## config.mk

```make
export PLATFORM = sky130hd
export DESIGN_NAME = alu_issue_queue
export DESIGN_NICKNAME = d
export VERILOG_FILES = /design/src/rtl/alu_pkg.sv /design/src/rtl/alu_cmd_fifo.sv /design/src/rtl/alu_issue_queue.sv
export SDC_FILE = /design/constraint.sdc
export NUM_CORES = 1
export LEC_CHECK = 0
export BUFFER_PORTS_ARGS = -buffer_cell sky130_fd_sc_hd__buf_2
export CAP_MARGIN = 20
export CORE_MARGIN = 2
export CORE_UTILIZATION = 40
export DETAILED_ROUTE_END_ITERATION = 7
export PLACE_DENSITY = 0.68
export SKIP_CTS_REPAIR_TIMING = 1
export SLEW_MARGIN = 20
export SYNTH_ARGS = -nofsm -noshare
export SYNTH_HDL_FRONTEND = slang
export SYNTH_HIERARCHICAL = 1
export SYNTH_SLANG_ARGS = --single-unit
export TNS_END_PERCENT = 50
```

## constraint.sdc

```tcl
create_clock -name clk -period 2.1 [get_ports clk]
set_input_delay 0.42 -clock clk [delete_from_list [all_inputs] [get_ports clk]]
set_output_delay 0.42 -clock clk [all_outputs]
set_load 0.005 [all_outputs]
```

## src/rtl/alu_pkg.sv

```systemverilog
// Shared opcodes, NOP encoding and command-entry layout for the ALU issue queue.
package alu_pkg;

  localparam int unsigned INST_W    = 2;
  localparam int unsigned DATA_W    = 8;
  localparam int unsigned REP_W_DEF = 4;
  localparam int unsigned DEPTH_DEF = 4;

  localparam logic [INST_W-1:0] OP_ADD = 2'b00;
  localparam logic [INST_W-1:0] OP_SUB = 2'b01;
  localparam logic [INST_W-1:0] OP_MUL = 2'b10;
  localparam logic [INST_W-1:0] OP_AND = 2'b11;

  // The ALU runs every cycle, so "ADD 0" is what an idle cycle looks like.
  localparam logic [INST_W-1:0] NOP_INST = OP_ADD;
  localparam logic [DATA_W-1:0] NOP_A    = 8'h00;

  // Each queued entry is packed as {clr, rep, inst, a}.
  function automatic int unsigned entry_w(input int unsigned rep_w);
    return 1 + rep_w + INST_W + DATA_W;
  endfunction

endpackage

```

## src/rtl/alu_cmd_fifo.sv

```systemverilog
// Synchronous FIFO of command entries; no write-to-read bypass.
module alu_cmd_fifo #(
  parameter int unsigned DEPTH = 4,
  parameter int unsigned W     = 15
) (
  input  logic         clk,
  input  logic         rst,
  input  logic         push,
  input  logic [W-1:0] wdata,
  input  logic         pop,
  output logic [W-1:0] rdata,
  output logic         full,
  output logic         empty
);

  localparam int unsigned AW = $clog2(DEPTH);
  localparam int unsigned PW = AW + 1;

  logic [W-1:0]  mem [DEPTH];
  logic [PW-1:0] wr_ptr;
  logic [PW-1:0] rd_ptr;

  // Extra pointer MSB distinguishes full from empty when the indices match.
  assign full  = (wr_ptr[AW] != rd_ptr[AW]) && (wr_ptr[AW-1:0] == rd_ptr[AW-1:0]);
  assign empty = (wr_ptr == rd_ptr);
  assign rdata = mem[rd_ptr[AW-1:0]];

  // Pointer update; reset discards all queued entries.
  always_ff @(posedge clk) begin
    if (!rst) begin
      wr_ptr <= '0;
      rd_ptr <= '0;
    end else begin
      if (push && !full)  wr_ptr <= wr_ptr + PW'(1);
      if (pop  && !empty) rd_ptr <= rd_ptr + PW'(1);
    end
  end

  // Storage write.
  always_ff @(posedge clk) begin
    if (push && !full) mem[wr_ptr[AW-1:0]] <= wdata;
  end

endmodule

```

## src/rtl/alu_issue_queue.sv

```systemverilog
// Command queue and one-op-per-cycle sequencer feeding the accumulator ALU.
// Optional issue counter enabled by defining ALU_ISSUE_STAT_EN.
module alu_issue_queue
  import alu_pkg::*;
#(
  parameter int unsigned DEPTH = DEPTH_DEF,
  parameter int unsigned REP_W = REP_W_DEF
) (
  input  logic              clk,
  input  logic              rst,
  input  logic              cmd_valid,
  output logic              cmd_ready,
  input  logic [INST_W-1:0] cmd_inst,
  input  logic [DATA_W-1:0] cmd_a,
  input  logic [REP_W-1:0]  cmd_rep,
  input  logic              cmd_clr,
  output logic [INST_W-1:0] alu_inst,
  output logic [DATA_W-1:0] alu_a,
  output logic              alu_rst,
`ifdef ALU_ISSUE_STAT_EN
  output logic [15:0]       issue_cnt,
`endif
  output logic              busy
);

  localparam int unsigned ENTRY_W = entry_w(REP_W);

  typedef struct packed {
    logic              clr;
    logic [REP_W-1:0]  rep;
    logic [INST_W-1:0] inst;
    logic [DATA_W-1:0] a;
  } entry_t;

  typedef enum logic {S_IDLE, S_RUN} state_t;

  state_t            state_q, state_d;
  logic [REP_W-1:0]  rep_cnt_q, rep_d;
  logic [INST_W-1:0] inst_d;
  logic [DATA_W-1:0] a_d;
  logic              arst_d;
  logic              load;
  logic              pop;
  logic              push;
  logic              full;
  logic              empty;
  entry_t            wr_entry;
  entry_t            head;
  logic [ENTRY_W-1:0] head_raw;

  assign cmd_ready = rst && !full;
  assign push      = cmd_valid && cmd_ready;
  assign wr_entry  = '{clr: cmd_clr, rep: cmd_rep, inst: cmd_inst, a: cmd_a};
  assign head      = entry_t'(head_raw);
  assign busy      = (state_q == S_RUN) || !empty;

  alu_cmd_fifo #(
    .DEPTH (DEPTH),
    .W     (ENTRY_W)
  ) u_fifo (
    .clk   (clk),
    .rst   (rst),
    .push  (push),
    .wdata (ENTRY_W'(wr_entry)),
    .pop   (pop),
    .rdata (head_raw),
    .full  (full),
    .empty (empty)
  );

  // Next state and next issued op: repeat, load the head without a bubble, or fall back to NOP.
  always_comb begin
    state_d = state_q;
    rep_d   = rep_cnt_q;
    inst_d  = alu_inst;
    a_d     = alu_a;
    arst_d  = alu_rst;
    load    = 1'b0;
    pop     = 1'b0;
    case (state_q)
      S_IDLE: begin
        if (!empty) begin
          load = 1'b1;
        end else begin
          inst_d = NOP_INST;
          a_d    = NOP_A;
          arst_d = 1'b1;
        end
      end
      S_RUN: begin
        if (rep_cnt_q != '0) begin
          rep_d = rep_cnt_q - REP_W'(1);
        end else if (!empty) begin
          load = 1'b1;
        end else begin
          state_d = S_IDLE;
          inst_d  = NOP_INST;
          a_d     = NOP_A;
          arst_d  = 1'b1;
        end
      end
      default: state_d = S_IDLE;
    endcase
    if (load) begin
      pop     = 1'b1;
      state_d = S_RUN;
      rep_d   = head.rep;
      inst_d  = head.clr ? NOP_INST : head.inst;
      a_d     = head.clr ? NOP_A : head.a;
      arst_d  = !head.clr;
    end
  end

  // State, repeat counter and issue registers; reset holds the ALU in reset too.
  always_ff @(posedge clk) begin
    if (!rst) begin
      state_q   <= S_IDLE;
      rep_cnt_q <= '0;
      alu_inst  <= NOP_INST;
      alu_a     <= NOP_A;
      alu_rst   <= 1'b0;
    end else begin
      state_q   <= state_d;
      rep_cnt_q <= rep_d;
      alu_inst  <= inst_d;
      alu_a     <= a_d;
      alu_rst   <= arst_d;
    end
  end

`ifdef ALU_ISSUE_STAT_EN
  logic nonnop_d;
  assign nonnop_d = !arst_d || (inst_d != NOP_INST) || (a_d != NOP_A);

  // Count every cycle that issues something other than the ADD-0 NOP.
  always_ff @(posedge clk) begin
    if (!rst) begin
      issue_cnt <= '0;
    end else if (nonnop_d) begin
      issue_cnt <= issue_cnt + 16'd1;
    end
  end
`endif

endmodule

```

After elaboration in Yosys (flattened, before gate mapping). Memories as Yosys holds them, arrays and structs flattened. A register that Yosys moved wholly into a read port is not among the register bits. Cells that the tools add are included.

Add/sub/neg operators: 3. Multipliers: 0. Div/mod/pow operators: 0. Mux-type cells: 28. Equality and inequality tests: 4. Bitwise operators: 1. Reduce and logical (&&, ||, !) cells: 13. Shift-type cells: 0. Order comparisons: 0.

Operators by type and width (count): 8-bit 2-to-1 mux (4); 8-bit one-hot mux with 2 select lines (1); 2-bit 2-to-1 mux (6); 4-bit 2-to-1 mux (3); 1-bit 2-to-1 mux (11); 3-bit by 1-bit adder with 3-bit output (second input constant) (2); 1-bit logical AND (5); 1-bit one-hot mux with 2 select lines (2); 2-bit one-hot mux with 2 select lines (1); 2-bit nonzero test (2); 4-bit nonzero test (1); 4-bit by 1-bit subtractor with 4-bit output (second input constant) (1); 3-bit == test (1); 1-bit logical NOT (3); 3-bit inequality test (second input constant) (1); 2-bit == test (1); 2-bit AND reduction (1); 1-bit logical OR (1); 1-bit inequality test (1); 1-bit NOT (1).

Bits in registers: 22. RAM bits: 60. Memories kept: 1. Input bits: 18. Word-level logic and storage cells: 57. ROM bits: 0. Latch bits: 0.

Memory list: u_fifo.mem (depth 4, width 15, rd ports 1, clocked after Yosys merged registers in 1, write ports 1, RTL line alu_cmd_fifo.sv:19) `logic [W-1:0] mem [DEPTH];`.

Longest topological paths before layout. Gate-level depths: netlist of the first run.

Depth after elaboration: 8. Mapped depth: 8.

Hierarchy. The synthesis of the first run kept the hierarchy.

By module, submodules not included: alu_cmd_fifo (cells an instance 146, instances 1, area an instance 2730.1 um^2, seq. area each 1961.9 um^2); alu_issue_queue (cells an instance 92, instances 1, area an instance 793.3 um^2, seq. area each 320.3 um^2).

Least setup slack after synthesis of the first run. Ideal clock, no wire load.

Path type: reg-to-reg. From: register u_fifo.wr_ptr[0]. To: memory u_fifo.mem[3][0], enable pin. Path buffers: 0. Setup slack: -0.311 ns. Arrival time: 2.025 ns. Stages on the path, launching flop included: 7. Data required time: 1.714 ns. Path through: dfxtp_1 xor2_1 nor3_1 nor2_1 and2_1 nand2_1 nor2_1.

Cells in the longest elaborated chain, start to end: 8.

RTL lines: start: declaration (RTL line alu_cmd_fifo.sv:20) `logic [PW-1:0] wr_ptr;`; start signal: assignment (RTL line alu_cmd_fifo.sv:34) `if (push && !full) wr_ptr <= wr_ptr + PW'(1);`; 2-bit == test (RTL line alu_cmd_fifo.sv:24) `assign full = (wr_ptr[AW] != rd_ptr[AW]) && (wr_ptr[AW-1:0] == rd_ptr[AW-1:0]);`; 1-bit logical AND (RTL line alu_cmd_fifo.sv:24); named net full (RTL line alu_issue_queue.sv:45) `logic full;`; 1-bit logical NOT (RTL line alu_issue_queue.sv:51) `assign cmd_ready = rst && !full;`; 1-bit logical AND (RTL line alu_issue_queue.sv:51); named net cmd_ready (RTL line alu_issue_queue.sv:12) `output logic cmd_ready,`; 1-bit logical AND (RTL line alu_issue_queue.sv:52) `assign push = cmd_valid && cmd_ready;`; named net push (RTL line alu_issue_queue.sv:44) `logic push;`; 1-bit logical AND (RTL line alu_cmd_fifo.sv:41) `if (push && !full) mem[wr_ptr[AW-1:0]] <= wdata;`; 1-bit 2-to-1 mux (RTL line alu_cmd_fifo.sv:41); 1-bit 2-to-1 mux (not written as such) (RTL line alu_cmd_fifo.sv:41); end: declaration (RTL line alu_cmd_fifo.sv:19).

The timed path passes the listed nets, and every way through them passes these cells.

Worst setup path after layout of the first run.
From: register u_fifo.rd_ptr[0]. To: output busy.

Cells in the longest elaborated chain, start to end: 3.

RTL lines: start: declaration (RTL line alu_cmd_fifo.sv:21) `logic [PW-1:0] rd_ptr;`; start signal: assignment (RTL line alu_cmd_fifo.sv:35) `if (pop && !empty) rd_ptr <= rd_ptr + PW'(1);`; 3-bit == test (RTL line alu_cmd_fifo.sv:25) `assign empty = (wr_ptr == rd_ptr);`; named net empty (RTL line alu_issue_queue.sv:46) `logic empty;`; 1-bit logical NOT (RTL line alu_issue_queue.sv:55) `assign busy = (state_q == S_RUN) || !empty;`; 1-bit logical OR (RTL line alu_issue_queue.sv:55); end: declaration (RTL line alu_issue_queue.sv:23) `output logic busy`.

The timed path passes the listed nets, and every way through them passes these cells.

==> impl_summary.md, run 1 <==
Outcome
The flow ran to the end, and the final reports show no timing, DRC or antenna violations.

Placement
The cell area reported after detailed placement is 0.00399 sq mm. Prior to clock tree synthesis, the placed netlist has a worst setup slack of 0.0593 ns. The routability-driven placement congestion ratio is 0.854.

In this run the tool buffered the top-level ports with 30 buffer cells. The detailed-placement wirelength estimate is 4800 um.

Cells and area
Relative to the synthesized area, the layout overhead comes to 20.2%. The number of antenna diodes in the final layout is 0. The count of nets after finishing is 316. The ratio of cells with drive above 1 in the final layout is 34.1%. The fill cell instance count of the final layout is 728. The library cell used most frequently in the layout, excluding fill and tap cells, is sky130_fd_sc_hd__edfxtp_1.

After routing the design area is 0.00424 sq mm. For this run, the share of the core covered by cells in the final layout is 49.0%. The library cells used most frequently in the layout, excluding fill and tap cells, are 60 x sky130_fd_sc_hd__edfxtp_1, 30 x sky130_fd_sc_hd__buf_2, 21 x sky130_fd_sc_hd__dfxtp_1, 21 x sky130_fd_sc_hd__buf_4, 15 x sky130_fd_sc_hd__mux4_2.

Timing
Setup repair after global routing left no endpoint under its margin. The worst clock skew is 0.0145 ns. At the pin with the least slew margin, the transition time is 0.452 ns. The final-report setup violation count is 0. The number of endpoints with negative hold slack in the final report was 0. Setup slack closes at 0.115 ns.

Dividing the final minimum period by the clock period gives 94.5%. The minimum clock period after layout is 1.99 ns. Based on the critical path, the design can be clocked at up to 0.504 GHz. The final number of max-transition violations is 0. Measured against its own limit, the worst slew margin works out to 69.9%.

Global routing
The number of antenna violations at the first check in global routing is 0. The remaining global-route overflow is 0. The global-route wire length before repair is 11,000 um.

The number of global-route vias before repair is 2,131. The pin count of the biggest net entering global routing is 17. Across every metal layer, demand over resource in global routing totals 14.9%.

Routing
The total detailed-routing wirelength is 6810 um. The number of iterations in the first detailed-routing pass is 4. The remaining antenna violation count is 0. In the final routed layout, each cell accounts on average for 16.9 um. For this run, design rule violations remaining after detail routing come to 0. The count of vias placed by the detailed router is 2,212.

The initial DRC count is 107. After detailed routing, the number of vias per cell comes to 5.48.

Power and ir drop
In this run switching power makes up 32.1% of total power. Dividing total power by cell area gives a power density of 1080 mW/mm^2. The internal portion of the total power is 3.09 mW. After layout, the design draws a total of 4.56 mW.

The switching power is 1.46 mW. Summed over all cells, the static leakage comes to 1.50 nW. Of the total power, the clock network draws 25.7%. The sequential power share is 44.1%. VDD sags by at most 0.418 mV.

Of the total power, combinational logic draws 30.2%.

Clocking
The root cell of the clock tree is sky130_fd_sc_hd__clkbuf_8. The CTS tree is built. The maximum buffer depth of the clock tree is 2. The count of clock tree sinks is 84.

TritonCTS created 9 clock buffers. Clock-pin slew was measured on the worst setup and hold paths at 0.09 ns. The clock latency of the later-clocked register in the worst-skew pair is 0.35 ns. The level count of the clock H-tree is 3.

Critical path
The required time at the endpoint of the critical path is 1.68 ns. The reg-to-reg endpoint is u_fifo/mem[1][10]. The biggest fanout along the worst timing path is 6. The critical path startpoint category is a flop.

Counting cells, the worst reg-to-reg path comes to 8. The worst register-to-register path has a setup slack of 0.17 ns. The type of destination of the critical path is a primary output. The data arrival time of the critical path is 1.57 ns. The startpoint of the worst register-to-register path is u_fifo/rd_ptr[1]. The critical path is of the reg -> out type.

Die
The die covers 0.00958 sq mm. The horizontal extent of the die is 97.9 um. The starting density of the core is 40.8%. The count of standard-cell rows is 34. The count of boundary I/O pins is 31. Measured along the y axis, the die boundary spans 97.9 um. The region available for standard cell placement spans 0.00864 sq mm.

Job
Max-cap violations in this run came to 0.

Synthesis
Sequential elements use 64.8% of the synthesized area. Yosys mapped a number of flops with a built-in enable equal to 60. Counting every net in the synthesized netlist gives 263. In this run the cell area of the synthesized design comes to 0.00352 sq mm. Ranked by total cell area, the synthesized netlist is headed by sky130_fd_sc_hd__edfxtp_1 51%, sky130_fd_sc_hd__dfxtp_1 14%, sky130_fd_sc_hd__mux4_2 9.6%. The number of distinct standard cells referenced by the synthesized netlist is 45.

After technology mapping, the gate count stands at 238. For this run, the leading register cell type out of synthesis is sky130_fd_sc_hd__edfxtp_1. sky130_fd_sc_hd__edfxtp_1 takes more of the synthesized area than any other cell. In the synthesized netlist the async set-or-reset flop fraction comes to 0%. During synthesis, Yosys emitted a total of 6 warnings. The top cell type by area accounts for 51.1% of the synthesized area. The count of state elements after synthesis is 84.

The mean area per synthesized cell is 14.8 sq um.

Min path
The worst hold path cell count is 1. The worst min-delay path class is in -> reg. The capture endpoint of the worst hold path is u_fifo/mem[2][4]. The start point of the worst hold path is cmd_a[4].
[kinds of logic (layout without fill, tap and decap cells)]
kind of cell	after synthesis	in the layout	synth area share [%]
flops	84	84	64.8
simple gates	51	51	8.10
compound gates	50	50	10.1
buf+inv	24	82	3.16
mux	16	16	9.91
fa+ha+maj	7	7	2.49
xor+xnor	6	6	1.49
[critical path: stages (launching register included)]
cell and delay, ns:
sky130_fd_sc_hd__dfxtp_2 0.35, sky130_fd_sc_hd__xor2_2 0.18, sky130_fd_sc_hd__buf_4 0.17, sky130_fd_sc_hd__nor3_4 0.18, sky130_fd_sc_hd__buf_4 0.14, sky130_fd_sc_hd__nand2b_1 0.06, sky130_fd_sc_hd__buf_2 0.13
[area by class of cell]
type / instances / area (sq um) / area share (%)
Inverter: 11 / 41.3 / 0.975
Multi-Input combinational cell: 130 / 1180 / 27.9
Timing Repair Buffer: 55 / 388 / 9.16
Sequential cell: 84 / 2290 / 54.0
Clock inverter: 7 / 81.3 / 1.92
Clock buffer: 9 / 124 / 2.92
Tap cell: 108 / 135 / 3.19
[state kept, by name, indices dropped and copies added, names as in the netlist, named ones only]
signal,flops
u_fifo/wr_ptr,3
rep_cnt_q,4
alu_a,8
alu_rst,1
u_fifo/rd_ptr,3
alu_inst,2
u_fifo/mem,60
state_q,1
[power by group through the flow]
| stage | Sequential [mW] | Clock (mW) | Combinational, mW |
|---|---|---|---|
| 2_1_floorplan | 2.02 | 0 | 0.923 |
| 3_3_place_gp | 2.04 | 0 | 1.31 |
| 3_5_place_dp | 2.04 | 0 | 1.32 |
| 4_1_cts | 2.01 | 1.20 | 1.33 |
| 5_1_grt | 2.03 | 1.27 | 1.51 |
| 6_report | 2.01 | 1.17 | 1.38 |
[cells in the mapped netlist, types with 2 or more instances]
library cell                 n
sky130_fd_sc_hd__nand3_1    14
sky130_fd_sc_hd__a31oi_1     3
sky130_fd_sc_hd__xor2_1      3
sky130_fd_sc_hd__and2_1      5
sky130_fd_sc_hd__a221oi_1    2
sky130_fd_sc_hd__edfxtp_1   60
sky130_fd_sc_hd__a41oi_1     2
sky130_fd_sc_hd__buf_2       5
sky130_fd_sc_hd__nor3_1      6
sky130_fd_sc_hd__inv_1       9
sky130_fd_sc_hd__or4_1       2
sky130_fd_sc_hd__dfxtp_1    24
sky130_fd_sc_hd__a211o_1     4
sky130_fd_sc_hd__xnor2_1     3
sky130_fd_sc_hd__o211ai_1    2
sky130_fd_sc_hd__nor2_1      5
sky130_fd_sc_hd__nand3b_1    4
sky130_fd_sc_hd__nor2b_1     2
sky130_fd_sc_hd__nand2_1     5
sky130_fd_sc_hd__o31a_1      2
sky130_fd_sc_hd__ha_1        7
sky130_fd_sc_hd__o2111ai_1  10
sky130_fd_sc_hd__nand4_1     2
sky130_fd_sc_hd__clkbuf_1    4
sky130_fd_sc_hd__a211oi_1    2
sky130_fd_sc_hd__a21oi_1    14
sky130_fd_sc_hd__o21ai_0     4
sky130_fd_sc_hd__nand2b_1    2
sky130_fd_sc_hd__mux4_2     15
[how the worst max path moves through the flow]
| stage | startpoint | to | slack [ns] | cells after the start |
|---|---|---|---|---|
| finish | u_fifo/rd_ptr[0] | busy | 0.11 | 6 |
| global route | u_fifo/wr_ptr[0] | busy | 0.01 | 6 |
| CTS | u_fifo/rd_ptr[0] | busy | -0.06 | 6 |
| detailed placement | u_fifo/wr_ptr[2] | u_fifo/mem[1][5] | 0.06 | 8 |
| global placement | u_fifo/rd_ptr[0] | u_fifo/mem[0][1] | 0.16 | 8 |
| floorplan | u_fifo/rd_ptr[1] | u_fifo/mem[0][0] | -0.01 | 8 |
[metrics by stage]
stage                     hold WS [ns]  cells  TNS, ns
after floorplan                  0.459    238   -0.534
after global placement           0.453    387        0
after detailed placement         0.457    387        0
after CTS                        0.259    403  -0.0599
after global routing             0.268    404        0
final                            0.283    404        0
[layer usage]
layer  track usage (%)  vias to the layer above  wire length [um]
met5                 0                        -                 0
met1              20.4                     1089              3170
met3              3.72                       10               290
met2              22.7                       56              3270
li1                  -                     1057                 -
met4              6.20                        0                84
Power figures use the tool's default switching activity.
==> inputs of run 2 (changes only) <==
--- a/config.mk
+++ b/config.mk
@@ -7,14 +7,14 @@
 export LEC_CHECK = 0
 export BUFFER_PORTS_ARGS = -buffer_cell sky130_fd_sc_hd__buf_2
 export CAP_MARGIN = 20
+export CORE_ASPECT_RATIO = 2
 export CORE_MARGIN = 2
 export CORE_UTILIZATION = 40
 export DETAILED_ROUTE_END_ITERATION = 7
-export PLACE_DENSITY = 0.68
+export PLACE_DENSITY = 0.69
 export SKIP_CTS_REPAIR_TIMING = 1
 export SLEW_MARGIN = 20
 export SYNTH_ARGS = -nofsm -noshare
 export SYNTH_HDL_FRONTEND = slang
-export SYNTH_HIERARCHICAL = 1
 export SYNTH_SLANG_ARGS = --single-unit
 export TNS_END_PERCENT = 50
==> impl_summary.md, run 2 <==
Outcome
Outcome: completed (unchanged).

Clocking
The level count of the clock H-tree came to 3 (unchanged). The register clock-pin slew on the reported worst setup and hold paths is 0.06 ns (was 0.09 ns). The CTS tree is built (unchanged). The count of clock tree sinks is 84 (unchanged). The clock latency of the later-clocked register in the worst-skew pair came to 0.33 ns (was 0.35 ns).

The CTS buffer count is 9 (unchanged). The maximum buffer depth of the clock tree came to 2 (unchanged). The root cell of the clock tree is sky130_fd_sc_hd__clkbuf_16 (was sky130_fd_sc_hd__clkbuf_8).

Timing
The final-report setup violation count is 0 (unchanged). The worst clock skew is 0.00781 ns (was 0.0145 ns). The relative slew slack is 65.3% (was 69.9%). The final number of max-transition violations was 0 (unchanged).

Unrepaired setup endpoints after global routing: false (unchanged). The slew at the pin closest to its max-slew limit came to 0.520 ns (was 0.452 ns). The final total negative setup slack is 0 ns (unchanged). The ratio of final minimum period to clock period is 93.8% (was 94.5%). The minimum clock period after layout came to 1.97 ns (was 1.99 ns). The highest clock frequency the design can meet is 0.508 GHz (was 0.504 GHz).

The number of endpoints with negative hold slack in the final report was 0 (unchanged). The slack of the critical path is 0.130 ns (was 0.115 ns).

Critical path
Cell-by-cell listing of the critical path: xnor2_1 > nand3_1 > or2_2 > buf_2 (was xor2_2 > buf_4 > nor3_4 > buf_4 > nand2b_1 > buf_2). The worst-case register-to-register setup slack is 0.25 ns (was 0.17 ns). The biggest fanout along the worst timing path is 6 (unchanged). The critical path startpoint category is a flop (unchanged). The delay of the slowest cell on the worst path is 0.47 ns (was 0.35 ns). The required time at the endpoint of the critical path came to 1.68 ns (about the same). The data arrival time of the critical path is 1.55 ns (was 1.57 ns). The worst-path cell with the longest stage delay is sky130_fd_sc_hd__dfxtp_1 (was sky130_fd_sc_hd__dfxtp_2). The type of destination of the critical path was a primary output (unchanged). The critical path class was reg -> out (unchanged).

Synthesis
The sequential element share of the synthesized area is 68.9% (was 64.8%). The post-synthesis async set-or-reset flop share is 0% (unchanged). The mean area per synthesized cell is 16.3 sq um (was 14.8 sq um).

The count of state elements after synthesis is 84 (unchanged). Commonest cells in the netlist: 60 x sky130_fd_sc_hd__edfxtp_1, 24 x sky130_fd_sc_hd__dfxtp_1, 18 x sky130_fd_sc_hd__nor2_1 (was 60 x sky130_fd_sc_hd__edfxtp_1, 24 x sky130_fd_sc_hd__dfxtp_1, 15 x sky130_fd_sc_hd__mux4_2). The dominant synthesized flop cell is sky130_fd_sc_hd__edfxtp_1 (unchanged). The number of distinct standard cells referenced by the synthesized netlist is 37 (was 45). The number of warnings printed during yosys synthesis was 0 (was 6). Largest cells by area after synthesis: sky130_fd_sc_hd__edfxtp_1 54%, sky130_fd_sc_hd__dfxtp_1 14%, sky130_fd_sc_hd__mux4_2 9.5% (was sky130_fd_sc_hd__edfxtp_1 51%, sky130_fd_sc_hd__dfxtp_1 14%, sky130_fd_sc_hd__mux4_2 9.6%). The portion of synthesized cell area occupied by the leading cell type is 54.4% (was 51.1%). The cell area after technology mapping came to 0.00331 sq mm (was 0.00352 sq mm). The number of flops mapped to enable cells by yosys is 60 (unchanged).

The net count of the mapped netlist is 228 (was 263). The cell taking the most area after synthesis is sky130_fd_sc_hd__edfxtp_1 (unchanged). The cell count after synthesis is 203 (was 238). The most frequently used cell type in the post-synthesis netlist is sky130_fd_sc_hd__edfxtp_1 (unchanged).

Routing
The remaining antenna violation count came to 0 (unchanged). The number of remaining DRC errors was 0 (unchanged). The per-cell routed wire length is 17.3 um (was 16.9 um). The initial DRC count is 99 (was 107). The number of iterations in the first detailed-routing pass was 4 (unchanged). The total detailed-routing wirelength is 6000 um (was 6810 um).

The count of vias placed by the detailed router is 1,820 (was 2,212). The via count normalized by instance count is 5.24 (was 5.48).

Die
The starting density of the core is 40.5% (was 40.8%). The horizontal extent of the die came to 68.4 um (was 97.9 um). The floorplan core area came to 0.00817 sq mm (was 0.00864 sq mm). The count of boundary I/O pins came to 31 (unchanged). The count of standard-cell rows is 47 (was 34).

The vertical extent of the die is 133 um (was 97.9 um). The die outline area is 0.00907 sq mm (was 0.00958 sq mm).

Placement
The worst setup timing slack at the placement stage was 0.290 ns (was 0.0593 ns). The detailed-placement wirelength estimate was 4200 um (was 4800 um). The routability-driven placement congestion ratio is 0.807 (was 0.854). The count of port buffers added during placement is 30 (unchanged).

Global routing
The overall track demand over capacity in global routing is 15.5% (was 14.9%). The global-route wire length before repair is 10,000 um (was 11,000 um). The remaining global-route overflow is 0 (unchanged). The pin count of the biggest net entering global routing is 17 (unchanged).

The number of global-route vias before repair was 1,912 (was 2,131). The number of antenna violations at the first check in global routing is 0 (unchanged).

Cells and area
The final core utilization came to 48.4% (was 49.0%). The number of antenna cells inserted is 0 (unchanged). The signed area change from the synthesized netlist to the final layout is 19.3% (was 20.2%). The most frequent standard cell in the layout excluding fill and tap cells is sky130_fd_sc_hd__edfxtp_1 (unchanged). Commonest cells after routing, fill and taps aside: 60 x sky130_fd_sc_hd__edfxtp_1, 30 x sky130_fd_sc_hd__buf_2, 24 x sky130_fd_sc_hd__dfxtp_1, 18 x sky130_fd_sc_hd__nor2_1, 14 x sky130_fd_sc_hd__mux4_2 (was 60 x sky130_fd_sc_hd__edfxtp_1, 30 x sky130_fd_sc_hd__buf_2, 21 x sky130_fd_sc_hd__dfxtp_1, 21 x sky130_fd_sc_hd__buf_4, 15 x sky130_fd_sc_hd__mux4_2).

The count of nets after finishing is 269 (was 316). The flip-flop count of the largest register after layout is 60 (unchanged). The ratio of cells with drive above 1 in the final layout is 29.7% (was 34.1%).

Power and ir drop
The power density over the cells is 1350 mW/mm^2 (was 1080 mW/mm^2). The reported leakage power is 1.42 nW (was 1.50 nW). The worst-case vdd ir drop is 0.870 mV (was 0.418 mV).

Min path
The worst min-delay path class was in -> reg (unchanged).

Job
The number of violations of the max-capacitance limit is 0 (unchanged).
==> run 2: cell types whose count changed after synthesis, moves of 3 or more <==
| cell | change |
|---|---|
| sky130_fd_sc_hd__o2111ai_1 | -10 |
| sky130_fd_sc_hd__nor3_1 | -3 |
| sky130_fd_sc_hd__a32oi_1 | +9 |
| sky130_fd_sc_hd__mux2i_1 | +5 |
| sky130_fd_sc_hd__nand3_1 | -13 |
| sky130_fd_sc_hd__nor2_1 | +13 |
| sky130_fd_sc_hd__nand3b_1 | -4 |
| sky130_fd_sc_hd__nand2_1 | +4 |
| sky130_fd_sc_hd__a21oi_1 | -12 |
| sky130_fd_sc_hd__a211o_1 | -3 |
==> run 2: area by class of cell <==
cell class | count | area (sq um)
fillers | 688 | 4220
flip-flops and latches | 84 | 2280
multi-input cells | 101 | 948
repair buffers | 40 | 238
clock buffers | 10 | 229
well taps | 98 | 123
clock inverters | 6 | 103
inverters | 8 | 30.0
==> run 2: metrics by stage <==
| stage | hold WS, ns | instances | area [sq um] | total power, mW |
|---|---|---|---|---|
| detailed placement | 0.497 | 331 | 3620 | 3.65 |
| floorplan | 0.478 | 203 | 3310 | 3.19 |
| finish | 0.301 | 347 | 3950 | 5.33 |
| global placement | 0.488 | 331 | 3620 | 3.62 |
| global route | 0.297 | 347 | 3950 | 5.63 |
| CTS | 0.294 | 347 | 3950 | 5.38 |
==> run 2: kinds of logic (layout without fill, tap and decap cells) <==
group | after synthesis | in the layout | synth area share [%]
muxes | 20 | 20 | 11.4
AOI/OAI and AO/OA | 25 | 25 | 6.53
DFF | 84 | 84 | 68.9
adders and majority gates | 7 | 7 | 2.64
and+or+nand+nor | 42 | 42 | 6.00
buffers and inverters | 18 | 64 | 2.53
xor gates and xnor gates | 7 | 7 | 2.08
==> run 2: critical path: cells and delay by family, from the launching register on <==
kind,cells,cell delay (ns)
AND/OR/NAND/NOR,2,0.42
XOR/XNOR,1,0.21
buffers and inverters,1,0.13
flip-flops,1,0.47
==> run 2: report_power, final <==
part / internal (mW) / switching [mW]
logic: 0.730 / 0.714
registers: 1.98 / 0.170
clock network: 1.15 / 0.584
total: 3.86 / 1.47
==> run 2: layer usage <==
layer  vias up  wire length, um  GRT usage [%]
li1        863                -              -
met1       918             2350           18.0
met2        28             3320           25.2
met3        11              189           3.66
met4         0              147           8.67
met5         -                0              0
==> run 2: worst paths after layout <==
kind	startpoint	endpoint	depth (start not counted)
setup reg to reg	rep_cnt_q[0]	rep_cnt_q[0]	6
hold reg to reg	u_fifo.rd_ptr[2]	u_fifo.rd_ptr[2]	2
setup / recovery	u_fifo.wr_ptr[0]	busy	4
hold / removal	cmd_a[3]	u_fifo.mem[1][3]	1
==> inputs of run 3 (changes only) <==
--- a/config.mk
+++ b/config.mk
@@ -11,7 +11,7 @@
 export CORE_MARGIN = 2
 export CORE_UTILIZATION = 40
 export DETAILED_ROUTE_END_ITERATION = 7
-export PLACE_DENSITY = 0.69
+export PLACE_DENSITY = 0.67
 export SKIP_CTS_REPAIR_TIMING = 1
 export SLEW_MARGIN = 20
 export SYNTH_ARGS = -nofsm -noshare
==> constraint.sdc (replaced) <==
create_clock -name clk -period 2.26 [get_ports clk]
set_input_delay 0.452 -clock clk [delete_from_list [all_inputs] [get_ports clk]]
set_output_delay 0.452 -clock clk [all_outputs]
set_load 0.005 [all_outputs]
==> impl_summary.md, run 3 (synthesis results as in run 2) <==
Die
The die outline area is 0.00907 sq mm (unchanged). The count of boundary I/O pins is 31 (unchanged). The floorplan core area is 0.00817 sq mm (unchanged). The horizontal extent of the die is 68.4 um (unchanged). The vertical extent of the die is 133 um (unchanged). The starting density of the core is 40.5% (unchanged). The count of standard-cell rows is 47 (unchanged).

Timing
The slew at the pin closest to its max-slew limit is 0.475 ns (was 0.520 ns). The relative slew slack is 68.3% (was 65.3%). Unrepaired setup endpoints after global routing: false (unchanged). The minimum clock period after layout is 2.08 ns.

The final number of max-transition violations is 0 (unchanged). The slack of the critical path is 0.177 ns (was 0.130 ns). For this run, the top clock speed supported by timing is 0.480 GHz. The ratio of final minimum period to clock period is 92.2%. The final total negative setup slack is 0 ns (unchanged).

The final-report setup violation count was 0 (unchanged). The number of endpoints with negative hold slack in the final report is 0 (unchanged). The worst clock skew is 0.00632 ns (was 0.00781 ns).

Routing
The count of vias placed by the detailed router is 1,763 (was 1,820). The remaining antenna violation count is 0 (unchanged). The per-cell routed wire length is 16.7 um (was 17.3 um). The number of iterations in the first detailed-routing pass is 4 (unchanged). The initial DRC count is 88 (was 99). The number of remaining DRC errors came to 0 (unchanged). The via count normalized by instance count is 5.10 (was 5.24). The total detailed-routing wirelength is 5780 um (was 6000 um).

Clocking
The CTS buffer count came to 9 (unchanged). The count of clock tree sinks is 84 (unchanged). The register clock-pin slew on the reported worst setup and hold paths is 0.06 ns (about the same). The maximum buffer depth of the clock tree is 2 (unchanged). The root cell of the clock tree is sky130_fd_sc_hd__clkbuf_16 (unchanged). The clock latency of the later-clocked register in the worst-skew pair is 0.32 ns (was 0.33 ns). The CTS tree was built (unchanged). The level count of the clock H-tree was 3 (unchanged).

Power and ir drop
The internal power summed over all cells is 3.23 mW (was 3.86 mW). The fraction of power spent switching nets is 29.1% (was 27.5%). The worst-case vdd ir drop is 0.930 mV (was 0.870 mV). The share of power burned in the clock network was 27.5% (was 32.5%).

The reported leakage power is 1.39 nW (was 1.42 nW). The power density over the cells is 1170 mW/mm^2 (was 1350 mW/mm^2). The power after layout came to 4.55 mW (was 5.33 mW). The switching power was 1.32 mW (was 1.47 mW). The part of the total power dissipated in combinational logic was 28.2% (was 27.1%).

The sequential power share is 44.3% (was 40.4%).

Cells and area
The ratio of cells with drive above 1 in the final layout is 29.4% (was 29.7%). The signed area change from the synthesized netlist to the final layout is 16.9% (was 19.3%). The count of nets after finishing is 268 (was 269). The number of antenna cells inserted is 0 (unchanged).

The most frequent standard cell in the layout excluding fill and tap cells is sky130_fd_sc_hd__edfxtp_1 (unchanged). The final core utilization is 47.4% (was 48.4%). Commonest cells after routing, fill and taps aside: 60 x sky130_fd_sc_hd__edfxtp_1, 30 x sky130_fd_sc_hd__buf_2, 24 x sky130_fd_sc_hd__dfxtp_1, 18 x sky130_fd_sc_hd__nor2_1, 14 x sky130_fd_sc_hd__mux4_2 (unchanged). The final standard cell area without fillers came to 0.00387 sq mm (was 0.00395 sq mm).

The flip-flop count of the largest register after layout is 60 (unchanged).

Critical path
The critical path startpoint category is a flop (unchanged). The type of destination of the critical path is a primary output (unchanged). The biggest fanout along the worst timing path is 7 (was 6). The critical path class is reg -> out (unchanged). The data arrival time of the critical path came to 1.63 ns (was 1.55 ns).

The required time at the endpoint of the critical path was 1.81 ns (was 1.68 ns).

Global routing
The number of global-route vias before repair is 1,865 (was 1,912). The global-route wire length before repair came to 9510 um (was 10,000 um). The number of antenna violations at the first check in global routing is 0 (unchanged). The overall track demand over capacity in global routing is 14.6% (was 15.5%). The pin count of the biggest net entering global routing is 17 (unchanged).

The remaining global-route overflow is 0 (unchanged).

Placement
The worst setup timing slack at the placement stage came to 0.431 ns (was 0.290 ns). The detailed-placement wirelength estimate is 4040 um (was 4200 um). The count of port buffers added during placement is 30 (unchanged). The cell area reported after detailed placement was 0.00361 sq mm (was 0.00362 sq mm).

The routability-driven placement congestion ratio was 0.760 (was 0.807).

Outcome
Outcome: completed (unchanged).

Job
The number of violations of the max-capacitance limit is 0 (unchanged).

Min path
The worst min-delay path class is in -> reg (unchanged).
==> run 3: cell count changes in the layout (fill, tap and decap cells not counted), sizes merged <==
| cell | change |
|---|---|
| clkbuf | +3 |
| buf | -1 |
| bufinv | -3 |
==> run 3: cell type report <==
class | count | area [sq um]
fillers | 722 | 4300
flip-flops and latches | 84 | 2280
multi-input cells | 101 | 953
clock buffers | 13 | 240
repair buffers | 39 | 230
well taps | 98 | 123
inverters | 8 | 30.0
clock inverters | 3 | 15.0
==> run 3: per-layer routing <==
metal / vias to the layer above / routed length [um] / track usage (%)
li1: 857 / - / -
met1: 871 / 2260 / 17.0
met2: 29 / 3240 / 24.9
met3: 6 / 166 / 3.40
met4: 0 / 112 / 6.33
met5: - / 0 / 0
==> run 3: final timing paths <==
kind | cells after the start | end | startpoint | slack [ns]
worst min-delay path | 1 | u_fifo.mem[2][4] | cmd_a[4] | 0.34
worst max-delay path | 4 | busy | u_fifo.wr_ptr[0] | 0.18
worst max register to register | 7 | flop | rep_cnt_q[0] | 0.49
worst min register to register | 2 | alu_a[1] | alu_a[1] | 0.49
==> run 3: power groups by stage <==
stage / Sequential (mW) / Clock [mW] / Combinational (mW)
floorplan: 1.97 / 0 / 0.991
global route: 2.04 / 1.36 / 1.42
CTS: 2.02 / 1.29 / 1.29
finish: 2.01 / 1.25 / 1.28
detailed placement: 2.05 / 0 / 1.29
global placement: 2.05 / 0 / 1.28
==> run 3: metrics by stage <==
stage	instances	hold WS [ns]
floorplan	203	0.478
global route	346	0.337
global placement	330	0.482
finish	346	0.342
detailed placement	330	0.488
CTS	346	0.332
==> run 3: critical path, cell delays in order (launching register included) <==
cell                      delay (ns)
sky130_fd_sc_hd__dfxtp_1        0.45
sky130_fd_sc_hd__xnor2_1        0.22
sky130_fd_sc_hd__nand3_2        0.20
sky130_fd_sc_hd__or2_2          0.32
sky130_fd_sc_hd__buf_2          0.13
